$ cat src/rtl/seq_bla_subtractor_pkg.sv
// seq_sub_pkg: shared state encoding and slice width for the sequential borrow-look-ahead subtractor
package seq_sub_pkg;
  typedef enum logic [1:0] {IDLE = 2'd0, CALC = 2'd1, DONE = 2'd2} state_e;
  localparam int SLICE_W = 4;
endpackage

$ cat src/rtl/seq_bla_subtractor_if.sv
// seq_bla_subtractor_if: operand/result valid-ready bundle
// The ovf signal exists only when SUB_OVF_EN is defined.
interface seq_bla_subtractor_if #(parameter int WIDTH = 16);
  logic             in_valid;
  logic             in_ready;
  logic [WIDTH-1:0] a;
  logic [WIDTH-1:0] b;
  logic             bin;
  logic             out_valid;
  logic             out_ready;
  logic [WIDTH-1:0] diff;
  logic             bout;
`ifdef SUB_OVF_EN
  logic             ovf;
  modport slave (input in_valid, a, b, bin, out_ready, output in_ready, out_valid, diff, bout, ovf);
  modport master (output in_valid, a, b, bin, out_ready, input in_ready, out_valid, diff, bout, ovf);
`else
  modport slave (input in_valid, a, b, bin, out_ready, output in_ready, out_valid, diff, bout);
  modport master (output in_valid, a, b, bin, out_ready, input in_ready, out_valid, diff, bout);
`endif
endinterface

$ cat src/rtl/seq_bla_subtractor_bla_sub4.sv
// bla_sub4: combinational 4-bit borrow-look-ahead subtractor slice
module bla_sub4 (
  input  logic [3:0] a,
  input  logic [3:0] b,
  input  logic       bin,
  output logic [3:0] d,
  output logic       bout
);
  logic [3:0] g, p;
  logic [4:0] br;
  assign g = ~a & b;
  assign p = ~(a ^ b);
  // borrows flattened so every bit depends only on g/p/bin, not on the previous borrow
  assign br[0] = bin;
  assign br[1] = g[0] | (p[0] & bin);
  assign br[2] = g[1] | (p[1] & g[0]) | (&p[1:0] & bin);
  assign br[3] = g[2] | (p[2] & g[1]) | (&p[2:1] & g[0]) | (&p[2:0] & bin);
  assign br[4] = g[3] | (p[3] & g[2]) | (&p[3:2] & g[1]) | (&p[3:1] & g[0]) | (&p[3:0] & bin);
  assign d = a ^ b ^ br[3:0];
  assign bout = br[4];
endmodule

$ cat src/rtl/seq_bla_subtractor.sv
// seq_bla_subtractor: a - b - bin computed one nibble per clock through a reused 4-bit slice
// Defining SUB_OVF_EN adds the signed-overflow output.
module seq_bla_subtractor
  import seq_sub_pkg::*;
#(
  parameter int WIDTH = 16
) (
  input logic                 clk,
  input logic                 rst_n,
  seq_bla_subtractor_if.slave bus
);
  localparam int N  = WIDTH / SLICE_W;
  localparam int KW = N > 1 ? $clog2(N) : 1;
  state_e state_q, state_d;
  logic [KW-1:0] k_q;
  logic [WIDTH-1:0] a_q, b_q, diff_q;
  logic br_q, bout_q, last, br4;
  logic [SLICE_W-1:0] d;
  // operands shift right each step so the slice always reads the low nibble
  bla_sub4 u_slice (.a(a_q[SLICE_W-1:0]), .b(b_q[SLICE_W-1:0]), .bin(br_q), .d(d), .bout(br4));
  assign last = k_q == KW'(N - 1);
  always_comb begin
    state_d = state_q;
    state_d = (state_q == IDLE && bus.in_valid) ? CALC :
              (state_q == CALC && last)         ? DONE :
              (state_q == DONE && bus.out_ready) ? IDLE : state_q;
  end
  always_ff @(posedge clk) begin
    if (!rst_n) begin
      state_q <= IDLE;
      k_q     <= '0;
      diff_q  <= '0;
      bout_q  <= 1'b0;
      br_q    <= 1'b0;
      a_q     <= '0;
      b_q     <= '0;
    end else begin
      state_q <= state_d;
      if (state_q == IDLE && bus.in_valid) begin
        a_q  <= bus.a;
        b_q  <= bus.b;
        br_q <= bus.bin;
        k_q  <= '0;
      end else if (state_q == CALC) begin
        a_q    <= a_q >> SLICE_W;
        b_q    <= b_q >> SLICE_W;
        br_q   <= br4;
        diff_q <= (diff_q >> SLICE_W) | (WIDTH'(d) << (WIDTH - SLICE_W));
        k_q    <= k_q + 1'b1;
        if (last) bout_q <= br4;
      end
    end
  end
`ifdef SUB_OVF_EN
  logic ovf_q;
  // on the last step the slice holds the top nibbles, so bit 3 is each operand's sign
  always_ff @(posedge clk) begin
    if (!rst_n) ovf_q <= 1'b0;
    else if (state_q == CALC && last) ovf_q <= (a_q[SLICE_W-1] != b_q[SLICE_W-1]) && (d[SLICE_W-1] != a_q[SLICE_W-1]);
  end
  assign bus.ovf = ovf_q;
`endif
  assign bus.in_ready  = state_q == IDLE && rst_n;
  assign bus.out_valid = state_q == DONE;
  assign bus.diff      = diff_q;
  assign bus.bout      = bout_q;
endmodule

$ cat src/flat_wrapper.sv
// flat-port wrapper written by rule: the top's interface ports become plain ports
module seq_bla_subtractor_flat import seq_sub_pkg::*;
#(
  parameter int WIDTH = 16
)
  (clk, rst_n, bus_in_valid, bus_a, bus_b, bus_bin, bus_out_ready, bus_in_ready, bus_out_valid, bus_diff, bus_bout);
  seq_bla_subtractor_if #(.WIDTH(WIDTH)) bus_i ();
  input logic clk;
  input logic rst_n;
  input wire logic [$bits(bus_i.in_valid)-1:0] bus_in_valid;
  input wire logic [$bits(bus_i.a)-1:0] bus_a;
  input wire logic [$bits(bus_i.b)-1:0] bus_b;
  input wire logic [$bits(bus_i.bin)-1:0] bus_bin;
  input wire logic [$bits(bus_i.out_ready)-1:0] bus_out_ready;
  output wire logic [$bits(bus_i.in_ready)-1:0] bus_in_ready;
  output wire logic [$bits(bus_i.out_valid)-1:0] bus_out_valid;
  output wire logic [$bits(bus_i.diff)-1:0] bus_diff;
  output wire logic [$bits(bus_i.bout)-1:0] bus_bout;
  assign bus_i.in_valid = bus_in_valid;
  assign bus_i.a = bus_a;
  assign bus_i.b = bus_b;
  assign bus_i.bin = bus_bin;
  assign bus_i.out_ready = bus_out_ready;
  assign bus_in_ready = bus_i.in_ready;
  assign bus_out_valid = bus_i.out_valid;
  assign bus_diff = bus_i.diff;
  assign bus_bout = bus_i.bout;
  seq_bla_subtractor #(.WIDTH(WIDTH)) u_core (.clk(clk), .rst_n(rst_n), .bus(bus_i));
endmodule
$ cat config.mk
export PLATFORM = sky130hd
export DESIGN_NAME = seq_bla_subtractor_flat
export DESIGN_NICKNAME = d
export VERILOG_FILES = /design/src/rtl/seq_bla_subtractor_pkg.sv /design/src/rtl/seq_bla_subtractor_if.sv /design/src/rtl/seq_bla_subtractor_bla_sub4.sv /design/src/rtl/seq_bla_subtractor.sv /design/src/flat_wrapper.sv
export SDC_FILE = /design/constraint.sdc
export NUM_CORES = 1
export LEC_CHECK = 0
export ABC_AREA = 1
export CORE_ASPECT_RATIO = 1.75
export CORE_MARGIN = 1
export CORE_UTILIZATION = 48
export DETAILED_ROUTE_END_ITERATION = 7
export GPL_ROUTABILITY_DRIVEN = 0
export GPL_TIMING_DRIVEN = 0
export PLACE_DENSITY = 0.78
export SYNTH_ARGS = -nofsm -noshare
export SYNTH_HDL_FRONTEND = slang
export SYNTH_SLANG_ARGS = --single-unit
$ cat constraint.sdc
create_clock -name clk -period 1.69 [get_ports clk]
set_clock_uncertainty 0.15 [all_clocks]
set_input_delay 0.338 -clock clk [delete_from_list [all_inputs] [get_ports clk]]
set_output_delay 0.338 -clock clk [all_outputs]
set_load 0.03 [all_outputs]
==> flow_summary.toml, run 1 <==
[route]
routedWlPerCell_um = 11.6
routed-via-count = 2054
vias_per_cell = 5.01
wl_um = 4740
dr.first_iter.drc_count = 22
remaining_drc_errors = 0
dr.pass1.iters = 4
ant_nets = 0

[grt]
grt-ovfl-total = 0
grt.total_usage_pct = 22.0
grt_pass1_vias = 1927
grt_max_degree = 16
grt_pass1_wl_um = 8080
antenna_found_initial = 0

[synth]
yosysWarnings = 0
synth_cells = 296
seq_area_frac_synth_pct = 48.7
yosys_register_bits = 54
synth_flop_cell = "dfxtp_1"
synth_area_mm2 = 0.00222
avgSynthCellArea_um2 = 7.49
yosysUniqueCellTypes = 21
synthArstFlopShare_pct = 0
syn_nets = 339
synth-edff-count = 0

[critical_path]
path_class = "reg2out"
critical_path.max_fanout = 7
crit_slowest_cell = "dfxtp_1"
reg2regPathDepth = 8
worstReg2RegEnd = "u_core.br_q$_SDFFE_PN0P_"
reg2reg_slack_ps = 180
cp.arrival_ps = 1090
r2r-start = "u_core.a_q[2]$_SDFFE_PN0P_"
required_ps = 1200
cp-start-kind = "register"
crit_chain = "nor3_1, buf_4"
crit_path_end_kind = "primary output"
crit_path_max_incr_delay_ps = 400

[clock_network]
clk_pin_slew_ps = 90
post_cts_buffers = 0
tritoncts = "built"
cts.htree.levels = 2
root_buffer = "clkbuf_8"
clkLatencyLatePin_ps = 300
cts_sinks = 54
numCtsBuffers = 5
clockBufferDepth = 2

[pwr]
p_comb_share_pct = 19.9
power_density_mw_per_mm2 = 928
swShare_pct = 28.5
power.share.clock_pct = 27.3
ir_drop_v = 0.000746
p_int_mw = 1.92
p_switching_uw = 767
p_leak_nw = 1.21
power.total_mw = 2.69
pwr-share-seq_pct = 52.7

[timing]
relSlewSlack_pct = 66.8
max_freq_mhz = 633
worst_slew_pin_slew_ps = 498
hold-worst-slack_ps = 318
finalCritPeriodShare_pct = 93.4
maxSlewViolCount = 0
finalCriticalPeriod_ps = 1580
hold_violations = 0
rsz0062_at_grt = "no"
setup_viol = 0
setup_slack_ps = 111

[placed_design]
port_buffers = 55
post-place-ws_ps = -821
placedInstanceArea_mm2 = 0.00283
dpl.hpwl_um = 3550
place_inst = 402

[status]
status = "completed"

[min_path]
hold_end = "u_core.a_q[12]$_SDFFE_PN0P_"
holdPathStages = 2
hp-class = "reg2reg"
worstHoldStart = "u_core.a_q[12]$_SDFFE_PN0P_"

[floorplanning]
core-area_mm2 = 0.00440
io_pins = 56
dieArea_mm2 = 0.00491
dieHeight_um = 91.9
die_w_um = 53.4
rows = 32
start_util_pct = 50.4

[finish]
nNetsFinal = 401
layout-drive-gt1-share_pct = 6.96
antennaDiodeCount = 0
final_cell_area_mm2 = 0.00290
final_cell_mix = "nand2_1 (105), dfxtp_1 (54), clkdlybuf4s50_1 (35), nor2_1 (32), a31oi_1 (24)"
layout.cells.non_filler = 410
layout_commonest_cell = "nand2_1"
syn2layout_area_growth_pct = 30.6

[run]
maxCapViolCount = 0
-- metal layers --
| layer | GRT usage (%) | vias up | share of wire (%) |
|---|---|---|---|
| met4 | 7.89 | 0 | 1.8 |
| met2 | 41.3 | 55 | 55 |
| met3 | 3.65 | 6 | 4.0 |
| met1 | 22.9 | 912 | 39 |
| li1 | - | 1081 | - |
| met5 | 0 | - | 0 |
-- layout make-up --
type / count / area, um^2
plain buffers: 15 / 90.1
clock buffers: 7 / 86.3
clock inverters: 1 / 5.00
fillers: 407 / 1510
inverters: 16 / 62.6
multi-input cells: 211 / 985
flip-flops and latches: 54 / 1080
well taps: 51 / 63.8
repair buffers: 55 / 523
-- cell usage after synthesis (2+ instances only) --
library cell	number	area share [%]
inv_1	13	2.2
a31oi_1	24	6.8
xor2_1	2	0.79
dfxtp_1	54	49
o21ai_0	17	3.8
buf_6	3	1.5
nand3_1	2	0.45
ha_1	5	2.8
buf_2	6	1.4
clkbuf_1	5	0.85
nand2_1	105	18
inv_2	2	0.34
nor2_1	32	5.4
a21oi_1	19	4.3
-- how the worst max path moves through the flow --
stage                                   start            end  slack [ps]  depth (start not counted)
3_5_place_dp                            rst_n   bus_in_ready        -820                          4
2_1_floorplan  u_core.state_q[0]$_SDFFE_PN0P_   bus_in_ready         110                          1
6_report       u_core.state_q[0]$_SDFFE_PN0P_   bus_in_ready         110                          2
4_1_cts        u_core.state_q[1]$_SDFFE_PP0P_  bus_out_valid           3                          3
3_3_place_gp                            rst_n   bus_in_ready        -830                          4
5_1_grt        u_core.state_q[0]$_SDFFE_PN0P_   bus_in_ready          20                          2
-- power by group through the flow --
stage	clock network, mW	registers (mW)	logic [mW]
2_1_floorplan	0	1.51	0.268
3_3_place_gp	0	1.44	0.554
3_5_place_dp	0	1.45	0.563
4_1_cts	0.749	1.42	0.540
5_1_grt	0.804	1.43	0.597
6_report	0.735	1.42	0.536
-- timing repair --
item	CTS	global route
pin swaps	0	0
hold buffers	0	0
endpoints found under the setup margin	19	2
gates resized for setup	29	3
-- through the flow --
stage                     utilization [%]  TNS, ps
after floorplan                         -        0
after global placement               64.3    -8830
after detailed placement             64.3    -8910
after CTS                            65.9        0
after global routing                 65.8        0
final                                65.8        0
-- cells by family (layout without fill, tap and decap cells) --
family / Yosys count / in the layout / synth area share, %
DFF: 54 / 54 / 48.7
adders and majority gates: 6 / 6 / 3.72
xor gates and xnor gates: 2 / 2 / 0.790
AOI/OAI and AO/OA: 62 / 62 / 15.5
and+or+nand+nor: 141 / 141 / 24.4
buffers and inverters: 31 / 94 / 6.88
-- state kept, by name (all words and copies together), names as in the netlist --
signal           cells
u_core.bus.diff     16
u_core.a_q          16
u_core.state_q       2
u_core.k_q           2
u_core.b_q          16
u_core.br_q          1
u_core.bus.bout      1
-- critical path, delay by kind of cell (launching register included) --
kind / cells / cell delay [ps]
buffers and inverters: 1 / 190
flip-flops: 1 / 400
AND/OR/NAND/NOR: 1 / 210
Note: power is estimated with default switching activity, not from simulation.
==> run 2: changes to the inputs <==
--- a/config.mk
+++ b/config.mk
@@ -12,6 +12,7 @@
 export DETAILED_ROUTE_END_ITERATION = 7
 export GPL_ROUTABILITY_DRIVEN = 0
 export GPL_TIMING_DRIVEN = 0
+export HOLD_SLACK_MARGIN = 0.03
 export PLACE_DENSITY = 0.78
 export SYNTH_ARGS = -nofsm -noshare
 export SYNTH_HDL_FRONTEND = slang
==> results of run 2 <==
Same layout as run 1: the final DEF is identical, and so are final timing and power.
